File: src/rtl/pipe_result_collector.sv
// Result collector for the F = ((A+B)+(C-D))*D pipeline.
// Tracks valid slots, buffers results in a FIFO, keeps a running sum.
module pipe_result_collector #(
  parameter int N     = 10,
  parameter int DEPTH = 4,
  parameter int LAT   = 3,
  parameter int SUMW  = 18
) (
  input  logic                     clk,
  input  logic                     rst,
  input  logic                     in_valid,
  input  logic [N-1:0]             F,
  input  logic                     out_ready,
  output logic                     out_valid,
  output logic [N-1:0]             out_data,
  output logic [$clog2(DEPTH):0]   count,
  output logic [SUMW-1:0]          sum,
  output logic                     overflow
);

  localparam int AW = $clog2(DEPTH);
  localparam int CW = AW + 1;

  logic [LAT-1:0]  v_q, v_d;
  logic [AW-1:0]   rd_ptr_q, rd_ptr_d;
  logic [AW-1:0]   wr_ptr_q, wr_ptr_d;
  logic [CW-1:0]   count_q, count_d;
  logic [SUMW-1:0] sum_q, sum_d;
  logic            ovf_q, ovf_d;
  logic [N-1:0]    mem_q [DEPTH];

  logic push, pop, accept, full, empty;

  assign push   = v_q[LAT-1];
  assign full   = (count_q == CW'(DEPTH));
  assign empty  = (count_q == '0);
  assign pop    = !empty && out_ready;
  // A pop in the same edge frees the slot the push needs.
  assign accept = push && (!full || pop);

  always_comb begin
    v_d      = v_q << 1;
    v_d[0]   = in_valid;
    rd_ptr_d = rd_ptr_q;
    wr_ptr_d = wr_ptr_q;
    count_d  = count_q;
    sum_d    = sum_q;
    ovf_d    = ovf_q;
    if (pop) begin
      rd_ptr_d = rd_ptr_q + AW'(1);
    end
    if (accept) begin
      wr_ptr_d = wr_ptr_q + AW'(1);
      sum_d    = sum_q + SUMW'(F);
    end
    if (push && !accept) begin
      ovf_d = 1'b1;
    end
    unique case ({accept, pop})
      2'b10:   count_d = count_q + CW'(1);
      2'b01:   count_d = count_q - CW'(1);
      default: count_d = count_q;
    endcase
  end

  always_ff @(posedge clk) begin
    if (rst) begin
      v_q      <= '0;
      rd_ptr_q <= '0;
      wr_ptr_q <= '0;
      count_q  <= '0;
      sum_q    <= '0;
      ovf_q    <= 1'b0;
    end else begin
      v_q      <= v_d;
      rd_ptr_q <= rd_ptr_d;
      wr_ptr_q <= wr_ptr_d;
      count_q  <= count_d;
      sum_q    <= sum_d;
      ovf_q    <= ovf_d;
    end
  end

  always_ff @(posedge clk) begin
    if (!rst && accept) begin
      mem_q[wr_ptr_q] <= F;
    end
  end

  assign out_valid = !empty;
  assign out_data  = empty ? '0 : mem_q[rd_ptr_q];
  assign count     = count_q;
  assign sum       = sum_q;
  assign overflow  = ovf_q;

endmodule

File: config.mk
export PLATFORM = sky130hd
export DESIGN_NAME = pipe_result_collector
export DESIGN_NICKNAME = d
export VERILOG_FILES = /design/src/rtl/pipe_result_collector.sv
export SDC_FILE = /design/constraint.sdc
export NUM_CORES = 1
export LEC_CHECK = 0
export BUFFER_PORTS_ARGS = -buffer_cell sky130_fd_sc_hd__buf_4
export CAP_MARGIN = 20
export CORE_UTILIZATION = 56
export CTS_BUF_LIST = sky130_fd_sc_hd__clkbuf_16
export DETAILED_ROUTE_END_ITERATION = 8
export PLACE_DENSITY_LB_ADDON = 0.25
export SLEW_MARGIN = 20
export SYNTH_ARGS = -nofsm -noshare
export SYNTH_HDL_FRONTEND = slang
export SYNTH_SLANG_ARGS = --single-unit
File: constraint.sdc
create_clock -name clk -period 3.1 [get_ports clk]
set_clock_uncertainty 0.2 [all_clocks]
set_input_delay 0.155 -clock clk [delete_from_list [all_inputs] [get_ports clk]]
set_output_delay 0.155 -clock clk [all_outputs]
set_load 0.01 [all_outputs]
==> results.yml <==
status:
  status: "complete, no violations"
timing:
  finalCritPeriodShare_pct: 87.7
  fmax_mhz: 368
  setup_tns_ns: 0
  max_slew.worst_pin.slew_ns: 0.675
  finalSetupViolCount: 0
  max_slew_margin_pct: 54.9
  hold_violations: 0
  slew_viol_final: 0
  min_period_ns: 2.72
  grt_setup_unrepaired: "false"
clock_tree:
  post_cts_resized: 0
  clk_pin_slew_ns: 0.06
  cts_hold_buf: 11
  h-tree-depth: 3
  max-clock-path-buffers: 2
  insertion_delay_ns: 0.33
  cts_root_buf: "clkbuf_16"
  cts_setup_buffers: 0
  cts_buffers: 9
  cts_sinks: 71
  cts_tree: "yes"
cells_and_area:
  final_core_util_pct: 73.7
  area.sequential_mm2: 0.00182
  syn_to_final_growth_pct: 26.7
  multiInputGateArea_mm2: 0.00133
  fill_cells: 373
  nets: 350
  n_antenna_cell: 0
  drive_gt1_share_pct: 24.4
  stdcell_count: 396
worst_setup_path:
  critPathLaunchType: "register"
  rr_worst_depth: 9
  r2r_slack_ns: 0.38
  required_ns: 3.16
  rr_startpoint: "count[0]$_SDFFE_PP0P_"
  crit_buf_inv: 2
  cpMaxStageDelayCell: "nor4b_2"
  crit_arrival_ns: 2.77
  cp_max_fo: 15
  cp_top_family: "simple AND/OR/NAND/NOR gates"
  path_cells: "nor4b_2 -> nor2b_4 -> inv_2 -> ha_1 -> inv_1 -> fa_1 -> xor2_1 -> or3_1 -> a21oi_1"
  cp-end-kind: "register"
  critical_path_class: "reg -> reg"
  max_stage_delay_ns: 0.54
  worst_r2r_endpoint: "count[2]$_SDFFE_PP0P_"
synthesis:
  synth_top_area_share_pct: 37.3
  syn_area_mm2: 0.00322
  synth_area_leaders: "edfxtp_1 (37%), dfxtp_1 (19%), mux4_2 (7.0%)"
  yosysTopAreaCell: "edfxtp_1"
  synthTopCellsByCount: "edfxtp_1 (40), dfxtp_1 (31), nor2_1 (18)"
  ys.flop_type: "edfxtp_1"
  synth_seq_cells: 71
  ys_warn_count: 0
  synthCells: 258
  avgSynthCellArea_um2: 12.5
  synth-edff-count: 40
  ys_seq_area_share_pct: 56.5
  synth_fp_nets: 289
  synth.distinct_cells: 43
  synth.most_common_cell: "edfxtp_1"
  synthArstFlopShare_pct: 0
route:
  firstDrtPassIters: 4
  first_iter_violations: 122
  vias: 2266
  avgViaCountPerCell: 5.72
  detail-route-antenna-nets: 0
  post_drt_wl_per_cell_um: 16.0
  remaining_drc_errors: 0
  wirelength_um: 6320
placed_design:
  gp_congestion: 0.833
  hpwl_um: 4190
  place_inst: 369
  io_buffer_count: 46
global_route:
  grt_usage_pct: 23.1
  grt_max_degree: 36
  overflow: 0
  grt_pass1_vias: 2170
  grt_pass1_wl_um: 10300
  antenna_found_initial: 0
run:
  maxCapViolations: 0
pwr:
  power.switching_uw: 518
  power_density_mw_per_mm2: 578
  p_clk_share_pct: 47.2
  power.internal_uw: 1840
  max-vdd-ir-drop_v: 0.000388
  p_comb_share_pct: 9.2
  leakage_uw: 0.00155
  switching_share_pct: 22.0
  pwr-share-seq_pct: 43.6
floorplan:
  rows: 27
  die_h_um: 77.9
  initial_utilization_pct: 58.2
  dieArea_mm2: 0.00607
  io_pins: 47
  fp.dieW_um: 77.9
  core-area_mm2: 0.00554
hold_path:
  min-delay-start: "rst"
  min_to: "count[0]$_SDFFE_PP0P_"
  hold_depth: 2
  hp-class: "in -> reg"
[sequential cells by signal, summed over array words and instances (netlist names), named ones only]
register	flops
sum	18
overflow	1
mem_q	40
rd_ptr_q	2
count	3
wr_ptr_q	2
v_q	3
[power groups by stage]
stage | Combinational [uW] | Sequential [uW] | Clock [uW]
CTS | 217 | 1030 | 1130
global placement | 199 | 1050 | 0
floorplan | 130 | 1040 | 0
detailed placement | 205 | 1050 | 0
finish | 217 | 1030 | 1120
global route | 237 | 1030 | 1170
[routing by layer]
| layer | up-vias | track usage (%) | part of all wire, % |
|---|---|---|---|
| met1 | 1109 | 28.2 | 42 |
| met2 | 76 | 38.8 | 50 |
| li1 | 1073 | - | - |
| met3 | 8 | 6.35 | 5.7 |
| met4 | 0 | 8.87 | 1.4 |
| met5 | - | 0 | 0 |
[placed cells by master, fill, tap and decap left out, types with 11 or more instances in the layout]
master         instances
dfxtp_1               31
nor2_1                18
nand2_1               15
dlygate4sd3_1         11
a21oi_1               17
and2_1                16
edfxtp_1              40
buf_4                 48
ha_1                  15
clkbuf_16             11
[stage by stage]
stage / power, uW / setup WS [ns] / hold slack (ns) / cell area, um2
4_1_cts: 2380 / 0.406 / 0.00949 / 4080
2_1_floorplan: 1170 / 0.368 / 0.0539 / 3220
3_5_place_dp: 1250 / 0.404 / 0.181 / 3640
6_report: 2360 / 0.382 / 0.0122 / 4080
3_3_place_gp: 1250 / 0.579 / 0.175 / 3640
5_1_grt: 2430 / 0.286 / 0.0271 / 4080
[layout make-up]
cell class / count / area share (%)
multi-input cells: 168 / 32.6
clock inverters: 5 / 1.44
repair buffers: 59 / 11.5
well taps: 72 / 2.21
flip-flops and latches: 71 / 44.6
inverters: 10 / 0.919
clock buffers: 11 / 6.74
[kinds of logic after synthesis]
kind of cell,Yosys count,synth area share [%]
fa+ha+maj,17,7.06
simple gates,85,14.7
xor+xnor,14,3.80
compound gates,42,8.69
mux,10,6.98
flops,71,56.5
buf+inv,19,2.25
[worst max path at each step]
stage	from	endpoint	cells past startpoint
final	count[0]$_SDFFE_PP0P_	count[2]$_SDFFE_PP0P_	9
after global routing	count[0]$_SDFFE_PP0P_	count[2]$_SDFFE_PP0P_	9
after CTS	count[0]$_SDFFE_PP0P_	count[2]$_SDFFE_PP0P_	9
after detailed placement	count[0]$_SDFFE_PP0P_	count[2]$_SDFFE_PP0P_	9
after global placement	count[0]$_SDFFE_PP0P_	count[2]$_SDFFE_PP0P_	9
after floorplan	count[0]$_SDFFE_PP0P_	count[2]$_SDFFE_PP0P_	10
Note: power is estimated with default switching activity, not from simulation.
